[src/rtl/cfu_pkg.sv]
// Shared types and constants for the control-flow unit.
//   XLEN               : address/data width
//   cfuop_t            : control-flow operation of the EX instruction
//   cfu_redir_state_t  : redirect sequencer states
//   INSTR_ALIGN_MASK   : target bits that must be zero for a legal fetch address
package cfu_pkg;

   localparam int XLEN = 32;

   typedef enum logic [3:0] {
      CFU_BEQ  = 4'd0,
      CFU_BNE  = 4'd1,
      CFU_BLT  = 4'd2,
      CFU_BGE  = 4'd3,
      CFU_BLTU = 4'd4,
      CFU_BGEU = 4'd5,
      CFU_JAL  = 4'd6,
      CFU_JALR = 4'd7
   } cfuop_t;

   typedef enum logic {
      CFR_IDLE = 1'b0,
      CFR_PEND = 1'b1
   } cfu_redir_state_t;

   localparam logic [1:0] INSTR_ALIGN_MASK = 2'b11;

endpackage

[src/rtl/cfu_perf_counter.sv]
// Wrapping event counter with synchronous clear.
//   clk   : clock
//   clr   : synchronous clear, wins over en
//   en    : count one event this cycle
//   count : current value, wraps modulo 2^WIDTH
module cfu_perf_counter #(
   parameter int WIDTH = 32
) (
   input  logic             clk,
   input  logic             clr,
   input  logic             en,
   output logic [WIDTH-1:0] count
);

   always_ff @(posedge clk) begin
      if (clr) begin
         count <= '0;
      end else if (en) begin
         count <= count + WIDTH'(1);
      end
   end

endmodule

[src/rtl/cfu_redirect_ctrl.sv]
// Turns taken branch/jump resolutions in EX into a redirect handshake with
// fetch, flushes the wrong-path IF/ID and ID/EX contents, flags misaligned
// targets and counts resolved / redirected control-flow instructions.
//   clk, rst            : clock, synchronous active-high reset
//   ex_*_i              : EX-stage instruction and CFU resolution
//   redirect_valid_o/_ready_i/_pc_o : redirect handshake with fetch
//   flush_ifid_o, flush_idex_o      : clear pipeline registers this cycle
//   misalign_o          : taken target not instruction aligned (no redirect)
//   cf_count_o, taken_count_o       : performance counters
//
// state    | meaning
// CFR_IDLE | no redirect outstanding; EX resolutions are evaluated
// CFR_PEND | redirect to pend_pc waiting for fetch to accept it
module cfu_redirect_ctrl
   import cfu_pkg::*;
(
   input  logic            clk,
   input  logic            rst,
   input  logic            ex_valid_i,
   input  logic            ex_stall_i,
   input  logic            ex_cf_i,
   input  cfuop_t          ex_cfuop_i,
   input  logic            ex_br_taken_i,
   input  logic [XLEN-1:0] ex_target_i,
   output logic            redirect_valid_o,
   input  logic            redirect_ready_i,
   output logic [XLEN-1:0] redirect_pc_o,
   output logic            flush_ifid_o,
   output logic            flush_idex_o,
   output logic            misalign_o,
   output logic [31:0]     cf_count_o,
   output logic [31:0]     taken_count_o
);

   cfu_redir_state_t state;
   logic [XLEN-1:0]  pend_pc;
   logic [XLEN-1:0]  eff_target;
   logic             in_pend;
   logic             fire;
   logic             eval;
   logic             is_jump;
   logic             taken;
   logic             misaligned;
   logic             redirect_now;

   assign in_pend = (state == CFR_PEND);
   assign fire    = ex_valid_i & ~ex_stall_i;
   // ID/EX is held flushed while pending, so anything firing then is wrong-path.
   assign eval    = fire & ~in_pend;
   assign is_jump = (ex_cfuop_i == CFU_JAL) | (ex_cfuop_i == CFU_JALR);
   assign taken   = eval & ex_cf_i & (is_jump | ex_br_taken_i);

   assign eff_target   = (ex_cfuop_i == CFU_JALR) ? {ex_target_i[XLEN-1:1], 1'b0}
                                                  : ex_target_i;
   assign misaligned   = taken & ((eff_target[1:0] & INSTR_ALIGN_MASK) != 2'b00);
   assign redirect_now = taken & ~misaligned;

   always_ff @(posedge clk) begin
      if (rst) begin
         state   <= CFR_IDLE;
         pend_pc <= '0;
      end else begin
         case (state)
            CFR_IDLE: begin
               if (redirect_now && !redirect_ready_i) begin
                  state   <= CFR_PEND;
                  pend_pc <= eff_target;
               end
            end
            CFR_PEND: begin
               if (redirect_ready_i) begin
                  state <= CFR_IDLE;
               end
            end
            default: state <= CFR_IDLE;
         endcase
      end
   end

   // Zero-latency request: outputs are combinational from the fire cycle on.
   always_comb begin
      redirect_valid_o = 1'b0;
      redirect_pc_o    = '0;
      flush_ifid_o     = 1'b0;
      flush_idex_o     = 1'b0;
      misalign_o       = 1'b0;
      if (in_pend) begin
         redirect_valid_o = 1'b1;
         redirect_pc_o    = pend_pc;
         flush_ifid_o     = 1'b1;
         flush_idex_o     = 1'b1;
      end else if (taken) begin
         flush_ifid_o = 1'b1;
         flush_idex_o = 1'b1;
         if (misaligned) begin
            misalign_o = 1'b1;
         end else begin
            redirect_valid_o = 1'b1;
            redirect_pc_o    = eff_target;
         end
      end
   end

   cfu_perf_counter #(.WIDTH(32)) u_cf_count (
      .clk   (clk),
      .clr   (rst),
      .en    (eval & ex_cf_i),
      .count (cf_count_o)
   );

   cfu_perf_counter #(.WIDTH(32)) u_taken_count (
      .clk   (clk),
      .clr   (rst),
      .en    (redirect_now),
      .count (taken_count_o)
   );

endmodule

[config.mk]
export PLATFORM = sky130hd
export DESIGN_NAME = cfu_redirect_ctrl
export DESIGN_NICKNAME = d
export VERILOG_FILES = /design/src/rtl/cfu_pkg.sv /design/src/rtl/cfu_perf_counter.sv /design/src/rtl/cfu_redirect_ctrl.sv
export SDC_FILE = /design/constraint.sdc
export NUM_CORES = 1
export LEC_CHECK = 0
export CAP_MARGIN = 20
export CORE_MARGIN = 2
export CORE_UTILIZATION = 40
export DETAILED_ROUTE_END_ITERATION = 12
export GPL_ROUTABILITY_DRIVEN = 1
export PLACE_DENSITY = 0.69
export RECOVER_POWER = 25
export SYNTH_ARGS = -nofsm -noshare
export SYNTH_HDL_FRONTEND = slang
export SYNTH_HIERARCHICAL = 1
export SYNTH_SLANG_ARGS = --single-unit
[constraint.sdc]
create_clock -name clk -period 2.9 [get_ports clk]
set_input_delay 0.58 -clock clk [delete_from_list [all_inputs] [get_ports clk]]
set_output_delay 0.58 -clock clk [all_outputs]
set_load 0.1 [all_outputs]
# Yosys cells after proc, flatten, opt, wreduce, memory -nomap -nowiden
# Cells that the tools add are included.
# W data, S select, Z words.
# totals
wordCells,38
out_inout_bits,100
register_bits,97
in_bits,43
# classes
addsub,2
eq_ne,2
bitwise_logic,11
muxes,15
reduce_logical,4
# op_table
operator,n
$mux W32,3
$add A32 B1 Y32 const B,2
$mux W1,11
$eq A4 B3 Y1 const B,2
$and A1 B1 Y1,6
$not A1 Y1,3
$or A1 B1 Y1,2
$pmux W1 S2,1
$reduce_and A2 Y1,1
$reduce_bool A2 Y1,1
$logic_and A1 B1 Y1,1
$logic_not A1 Y1,1

# Longest topological paths before layout
# Gate-level depths: netlist of run 1.
# depth
ltp_word,11
mapped_depth,12
mapped_depth_nobuf,7

# Hierarchy
# Netlist of run 1, hierarchy kept.
# by_module_without_submodules
module,area_each_um2,cells_each,seq_area_each_um2,instances
cfu_perf_counter,1564.0,181,640.6,2
cfu_redirect_ctrl,1870.5,190,660.6,1

# Worst setup path after synthesis of run 1
# No wires, ideal clock.
# synth_timing
kind,in2reg
startpoint,input ex_cfuop_i[3]
endpoint,register u_taken_count.count[27]
required_time_ns,2.779
n_path_buf,4
setup_slack_ns,0.009
stages,11
setup_time_ns,0.121
arrival_ns,2.770
cell_sequence,nand4b_1 > a21oi_1 > and2_1 > buf_4 > buf_6 > buf_2 > and4_1 > buf_2 > nand4_1 > nor3b_1 > mux2_2
# synth_between
elab_chain_cells,7
elab_cells_between_ends,10
classes_between,2 x eq/ne; 1 x mux; 6 x bitwise; 1 x reduce/logical
# synth_rtl
element,line,rtl
start: declaration,cfu_redirect_ctrl.sv:22,"input cfuop_t ex_cfuop_i,"
"$eq A4 B3 Y1, on equally long branches","cfu_redirect_ctrl.sv:50, cfu_redirect_ctrl.sv:53",
$or A1 B1 Y1,cfu_redirect_ctrl.sv:50,assign is_jump = (ex_cfuop_i == CFU_JAL) | (ex_cfuop_i == CFU_JALR);
$or A1 B1 Y1,cfu_redirect_ctrl.sv:51,assign taken = eval & ex_cf_i & (is_jump | ex_br_taken_i);
$and A1 B1 Y1,cfu_redirect_ctrl.sv:51,
$and A1 B1 Y1,cfu_redirect_ctrl.sv:55,assign misaligned = taken & ((eff_target[1:0] & INSTR_ALIGN_MASK) != 2'b00);
$not A1 Y1,cfu_redirect_ctrl.sv:56,assign redirect_now = taken & ~misaligned;
$and A1 B1 Y1 *,cfu_redirect_ctrl.sv:56,
via redirect_now,cfu_redirect_ctrl.sv:44,logic redirect_now;
end signal: assignment,cfu_perf_counter.sv:19,count <= count + WIDTH'(1);
end: declaration,cfu_perf_counter.sv:12,output logic [WIDTH-1:0] count
# Mark *: on every way through the listed nets, which the timed path passes. The rest lies on a longest branch.
# A chain may end at the register's enable or synchronous reset.

# Worst setup path after layout of run 1
# layout_timing
startpoint,input ex_stall_i
endpoint,output redirect_pc_o[18]
# layout_between
elab_chain_cells,9
# layout_rtl
element,line,rtl
start: declaration,cfu_redirect_ctrl.sv:20,"input logic ex_stall_i,"
$not A1 Y1 *,cfu_redirect_ctrl.sv:47,assign fire = ex_valid_i & ~ex_stall_i;
$and A1 B1 Y1 *,cfu_redirect_ctrl.sv:47,
$and A1 B1 Y1 *,cfu_redirect_ctrl.sv:49,assign eval = fire & ~in_pend;
$and A1 B1 Y1 * (2 in series),cfu_redirect_ctrl.sv:51,
$and A1 B1 Y1,cfu_redirect_ctrl.sv:55,
$mux W32,cfu_redirect_ctrl.sv:95,if (misaligned) begin
$mux W32 *,cfu_redirect_ctrl.sv:92,end else if (taken) begin
$mux W32 *,cfu_redirect_ctrl.sv:87,if (in_pend) begin
end: declaration,cfu_redirect_ctrl.sv:27,"output logic [XLEN-1:0] redirect_pc_o,"
# Mark *: on every way between the ends. The rest lies on a longest branch, timed or not.

==> results.yml, run 1 <==
setup_path:
  cp_cell_sequence: "clkdlybuf4s50_1 -> and4bb_4 -> o21a_4 -> and2_4 -> buf_4 -> a22o_1 -> buf_12"
  required_ps: 2320
  reg2reg_from: "in_pend$_SDFF_PP0_"
  r2r_slack_ps: 720
  slowest_stage: "clkdlybuf4s50_1"
  cp.depth: 7
  arrival_ps: 2240
  slowest_delay_ps: 390
  r2r_end: "u_taken_count/count[28]$_SDFFE_PP0P_"
  start_kind: "input port"
  critPathKind: "input port to output port"
  startpoint: "ex_stall_i"
  cp_max_fo: 14
  end_kind: "output port"
  r2r_cells: 8
  critPathBufInv: 3
  critPathTopFamily: "buffers and inverters"
place:
  pre_cts_slack_ps: -98.5
  gp_congestion: 0.819
  place_inst: 844
  dpl.hpwl_um: 9090
  io_buffers: 142
min_path:
  worstHoldStart: "pend_pc[8]$_SDFFE_PP0P_"
  holdPathStages: 2
  min_to: "pend_pc[8]$_SDFFE_PP0P_"
  hp-class: "register to register"
clock_network:
  clkLatencyLatePin_ps: 340
  cts_root_buffer: "clkbuf_16"
  cts_buffers: 9
  cts.path.max_buffers: 2
  htree_levels: 3
  hold_buffers: 0
  cts_tree: "done"
  cts_sinks: 97
  cts_setup_buffers: 0
  clk_pin_slew_ps: 70
route:
  first_pass_iters: 4
  vias: 4453
  routed_via_density: 5.18
  drcViolationCount: 0
  drt_iter0_drc: 287
  wl_per_cell_um: 14.7
  ant_nets: 0
  drt-total-wl_um: 12600
global_route:
  first_global_vias: 4204
  grt_first_pass_wirelength_um: 20500
  track_usage: 0.189
  grt_overflow: 0
  grt_start_max_net_pins: 80
  antenna_found_initial: 0
status:
  status: "complete, no violations"
logic_synthesis:
  synthesis.nets: 597
  seq_area_frac_synth: 0.388
  synth_top_area_share: 0.388
  yosysUniqueCellTypes: 40
  synthCells: 552
  ys_async_sr_fraction: 0
  synth_edf_count: 0
  yosysTopAreaCell: "dfxtp_1"
  yosys_register_bits: 97
  synth-warning-count: 6
  syn_avg_cell_area_um2: 9.06
  synthFlopType: "dfxtp_1"
  synthTopCellsByArea: "dfxtp_1, nand2b_1, mux2i_1"
  syn_area_um2: 5000
power_and_ir_drop:
  power_switching_w: 0.000656
  power_density_nw_per_um2: 389
  peakVddDrop_v: 0.000227
  seqPwrFrac: 0.498
  switching_share: 0.244
  p_clk_frac: 0.422
  intPower_w: 0.00203
  fin_total_pwr_w: 0.00268
  combPwrFrac: 0.080
  p_leak_nw: 2.75
final_layout:
  diodes: 0
  regArea_um2: 1940
  layout-drive-gt1-share: 0.184
  layout.nets: 732
  syn_to_final_growth_pct: 38.1
  nFillCells: 1087
  final_cells: 860
  multi_input_comb_area_um2: 2800
sta:
  timing.final.ws_setup_ps: 81.6
  rsz0062_at_grt: "false"
  setup_viol: 0
  skew_ps: 8.03
  timing.fmax_ghz: 0.355
  period_needed_ps: 2820
  tightest_slew_ps: 1230
  fin_crit_sh: 0.972
  slew_headroom: 0.182
  final_hold_viol_count: 0
  setup_tns_ps: 0
  slew_violations: 0
die:
  io_pins: 143
  rows: 40
  start_util: 0.413
  die_h_um: 116
  coreArea_um2: 12100
  chipWidth_um: 116
  die_area_um2: 13400
flow_run:
  drv_cap: 0
registers in the layout, summed over array words and instances (netlist names):
register,cells
in_pend,1
u_cf_count/count,32
pend_pc,32
u_taken_count/count,32
synth_stat cells (3+ instances only):
| cell | n |
|---|---|
| dfxtp_1 | 97 |
| nand2b_1 | 61 |
| nor2_1 | 54 |
| mux2i_1 | 32 |
| a22o_1 | 30 |
| clkbuf_1 | 24 |
| nor3_1 | 21 |
| nand4_1 | 20 |
| nor2b_1 | 20 |
| mux2_2 | 18 |
| nand2_1 | 18 |
| nand3_1 | 18 |
| xor2_1 | 18 |
| a21oi_1 | 16 |
| buf_6 | 9 |
| inv_1 | 9 |
| o21ai_0 | 9 |
| or3_1 | 8 |
| xnor2_1 | 8 |
| and4_1 | 6 |
| o31ai_1 | 6 |
| or4_1 | 6 |
| and2_1 | 5 |
| and3_1 | 4 |
| buf_2 | 4 |
| mux2_1 | 4 |
| nor4_1 | 4 |
| and3b_1 | 3 |
power groups by stage:
stage	registers, W	logic [W]	clock network [W]
2_1_floorplan	0.00138	0.000104	0
3_3_place_gp	0.00137	0.000213	0
3_5_place_dp	0.00137	0.000217	0
4_1_cts	0.00134	0.000217	0.00117
5_1_grt	0.00134	0.000230	0.00123
6_report	0.00134	0.000215	0.00113
cell usage in the layout (no fill, tap or decap), types with 4 or more instances in the layout:
cell type         n
nor2_1           54
nand2b_1         61
xor2_1           18
and2_1            4
clkbuf_1         44
clkbuf_16         9
and4_1            6
o31ai_1           6
clkdlybuf4s50_1  41
mux2_1            4
a21oi_1          15
buf_12           38
nand4_1          20
buf_4            40
nor4_1            4
nand3_1          18
xnor2_1           8
inv_1             9
and3_1            4
nand2_1          18
or3_1             8
a22o_1           30
mux2_2           18
dfxtp_1          97
or4_1             6
mux2i_1          32
o21ai_0           9
nor3_1           21
nor2b_1          20
per-stage QoR:
stage                util  instance area, um2  hold slack [ps]
global placement    0.560                6780              460
global route        0.570                6900              496
CTS                 0.583                7060              481
floorplan               -                5000              452
finish              0.570                6900              481
detailed placement  0.560                6780              469
tightest hold or removal path: cells and delay by family, from the launching register on:
kind / cells / cell delay [ps]
multiplexers: 1 / 60
AND/OR/NAND/NOR: 1 / 70
flip-flops: 1 / 310
cell families (layout without fill, tap and decap cells):
family                   count (synthesis)  in the layout  share of synthesized area
flip-flops                              97             97                      0.388
AND/OR/NAND/NOR                        263            263                      0.306
XOR/XNOR                                26             26                     0.0456
adder cells (fa/ha/maj)                  2              2                    0.00501
AO/OA/AOI/OAI                           62             62                     0.0896
multiplexers                            54             54                      0.114
buffers and inverters                   48            188                     0.0521
worst max path at each step:
stage	slack [ps]	endpoint
2_1_floorplan	9	u_taken_count/count[27]$_SDFFE_PP0P_
3_3_place_gp	-70	redirect_pc_o[18]
3_5_place_dp	-100	u_taken_count/count[28]$_SDFFE_PP0P_
4_1_cts	0.9	redirect_pc_o[18]
5_1_grt	10	redirect_pc_o[18]
6_report	80	redirect_pc_o[18]
cell type report:
| type | instances | share of cell area |
|---|---|---|
| tap | 168 | 0.0305 |
| multi-input combinational | 407 | 0.406 |
| sequential | 97 | 0.281 |
| clock buffer | 9 | 0.0326 |
| inverter | 9 | 0.00489 |
| timing repair buffer | 163 | 0.237 |
| clock inverter | 7 | 0.00761 |
per-layer routing:
metal,part of all wire,global-route usage,up-vias,wire length (um)
met3,0.078,0.0622,11,984
met4,0.010,0.0643,0,129
met2,0.46,0.291,124,5870
met1,0.45,0.250,2109,5650
li1,-,-,2209,-
met5,0,0,-,0
what timing repair did:
action / 4_1_cts / 5_1_grt
setup endpoints to repair: 19 / 20
hold endpoints to repair: 0 / 0
resized for setup: 1 / 2
(Power assumes the default switching activity.)
==> run 2, diff against run 1 <==
CAP_MARGIN = default   (was 20)
==> results of run 2 <==
The final DEF is identical to that of run 1; final timing and power are the same.
==> run 3, diff against run 2 <==
DONT_BUFFER_PORTS = 1   (was default)
PLACE_DENSITY = 0.53   (was 0.69)
==> run 3 against run 2 <==
Non-clock buffer count fell by 58. Global-route usage fell by 0.52 points. Sequential cell count unchanged. First-iteration DRC count fell by 23%. Critical path type is now register to output port. Via count fell by 6.4%. Design area down 7.1%. Power is 8.7% higher. Sequential power about the same. Maximum frequency increased by 4.6%. Clock power is 29% higher. Die area is the same. Largest cell class unchanged.
==> results.yml, run 3 (synthesis results as in run 1) <==
status:
  status: "complete, no violations"
setup_path:
  slowest_stage: "dfxtp_1"
  critPathBufInv: 2
  r2r_cells: 5
  arrival_ps: 2110
  cp_cell_sequence: "and4bb_4 -> o21a_4 -> and2_1 -> buf_4 -> a22o_1 -> buf_12"
  reg2reg_from: "u_taken_count/count[25]$_SDFFE_PP0P_"
  critPathTopFamily: "simple AND/OR/NAND/NOR gates"
  r2r_end: "u_taken_count/count[30]$_SDFFE_PP0P_"
  cp.depth: 6
  required_ps: 2320
  startpoint: "in_pend$_SDFF_PP0_"
  end_kind: "output port"
  critPathKind: "register to output port"
  start_kind: "register"
  slowest_delay_ps: 310
  cp_max_fo: 15
  r2r_slack_ps: 260
  cp-endpoint: "redirect_pc_o[15]"
final_layout:
  final_area_um2: 6410
  multi_input_comb_area_um2: 2790
  final_core_util: 0.530
  syn_to_final_growth_pct: 28.3
  layout.nets: 674
  diodes: 0
  layout-drive-gt1-share: 0.192
  regArea_um2: 1940
  final_cell_mix: "dfxtp_1, nand2b_1, nor2_1, buf_4"
  final_common_cell: "dfxtp_1"
  largest_registers: "pend_pc (32), u_cf_count/count (32), u_taken_count/count (32)"
  nFillCells: 1162
power_and_ir_drop:
  power_density_nw_per_um2: 455
  p_leak_nw: 2.58
  peakVddDrop_v: 0.000226
clock_network:
  cts.path.max_buffers: 2
  ctsResizeCount: 0
  cts_buffers: 9
  clkLatencyLatePin_ps: 350
  cts_tree: "done"
  hold_buffers: 0
  htree_levels: 3
  clk_pin_slew_ps: 60
  cts_setup_buffers: 0
  cts_sinks: 97
  cts_root_buffer: "clkbuf_16"
sta:
  final_hold_viol_count: 0
  setup_tns_ps: 0
  skew_ps: 5.99
  fin_crit_sh: 0.929
  slew_headroom: 0.0944
  rsz0062_at_grt: "false"
  timing.final.ws_setup_ps: 206
  period_needed_ps: 2690
  tightest_slew_ps: 1360
  setup_viol: 0
  timing.fmax_ghz: 0.371
  slew_violations: 0
die:
  io_pins: 143
  die_area_um2: 13400
  chipWidth_um: 116
  start_util: 0.413
  coreArea_um2: 12100
  rows: 40
  die_h_um: 116
route:
  wl_per_cell_um: 15.3
  drcViolationCount: 0
  drt-total-wl_um: 12300
  drt_iter0_drc: 221
  routed_via_density: 5.20
  vias: 4169
  first_pass_iters: 4
  ant_nets: 0
global_route:
  antenna_found_initial: 0
  use_met2: 0.293
  grt_start_max_net_pins: 150
  grt_first_pass_wirelength_um: 19600
  grt_use_met3: 0.0622
  grt_overflow: 0
  grt_use_met1: 0.228
  track_usage: 0.184
  first_global_vias: 4036
  busiest_layer: "met2"
place:
  pre_cts_slack_ps: 115
  dpl.hpwl_um: 8700
  io_buffers: 0
  dpl-instance-area_um2: 6180
  gp_congestion: 0.788
min_path:
  hp-class: "input port to register"
  holdPathStages: 1
flow_run:
  drv_cap: 0
## run 3: changes by cell type in the layout (fill, tap and decap cells not counted), sizes merged
cell           previous run  this run
clkdlybuf4s50            41         0
clkbuf                   53        40
buf                      78        74
bufinv                    0         4
inv                      12         9
clkinvlp                  1         0
## run 3: per-stage QoR
| stage | instances | hold slack (ps) | power [W] |
|---|---|---|---|
| final | 802 | 305 | 0.00292 |
| after global routing | 802 | 299 | 0.00302 |
| after CTS | 802 | 288 | 0.00296 |
| after detailed placement | 786 | 471 | 0.00149 |
| after global placement | 786 | 459 | 0.00148 |
| after floorplan | 552 | 452 | 0.00148 |
## run 3: worst min-delay path by stage
| stage | from | endpoint | slack [ps] |
|---|---|---|---|
| after floorplan | pend_pc[10]$_SDFFE_PP0P_ | pend_pc[10]$_SDFFE_PP0P_ | 450 |
| after global placement | pend_pc[20]$_SDFFE_PP0P_ | pend_pc[20]$_SDFFE_PP0P_ | 460 |
| after detailed placement | pend_pc[15]$_SDFFE_PP0P_ | pend_pc[15]$_SDFFE_PP0P_ | 470 |
| after CTS | redirect_ready_i | in_pend$_SDFF_PP0_ | 290 |
| after global routing | redirect_ready_i | in_pend$_SDFF_PP0_ | 300 |
| final | redirect_ready_i | in_pend$_SDFF_PP0_ | 300 |
## run 3: cell type report
class | count | area share
clock inverters | 7 | 0.0222
clock buffers | 9 | 0.0351
multi-input cells | 407 | 0.435
flip-flops and latches | 97 | 0.303
inverters | 9 | 0.00527
repair buffers | 105 | 0.167
well taps | 168 | 0.0328
## run 3: power breakdown
part           leakage (nW)  switching, W  internal, W  total [W]
registers             0.781    0.00000261      0.00133    0.00134
logic                  1.62     0.0000678    0.0000479   0.000116
clock network         0.180      0.000532     0.000932    0.00146
total                  2.58      0.000603      0.00231    0.00292
## run 3: layer usage
layer | part of all wire | wire length (um)
met4 | 0.019 | 231
met5 | 0 | 0
met3 | 0.080 | 978
met2 | 0.47 | 5730
met1 | 0.44 | 5350
## run 3: worst reg2reg max path: cells and delay by family, from the launching register on
family	cells	cell delay, ps
muxes	1	370
and+or+nand+nor	3	890
buffers and inverters	1	970
DFF	1	310
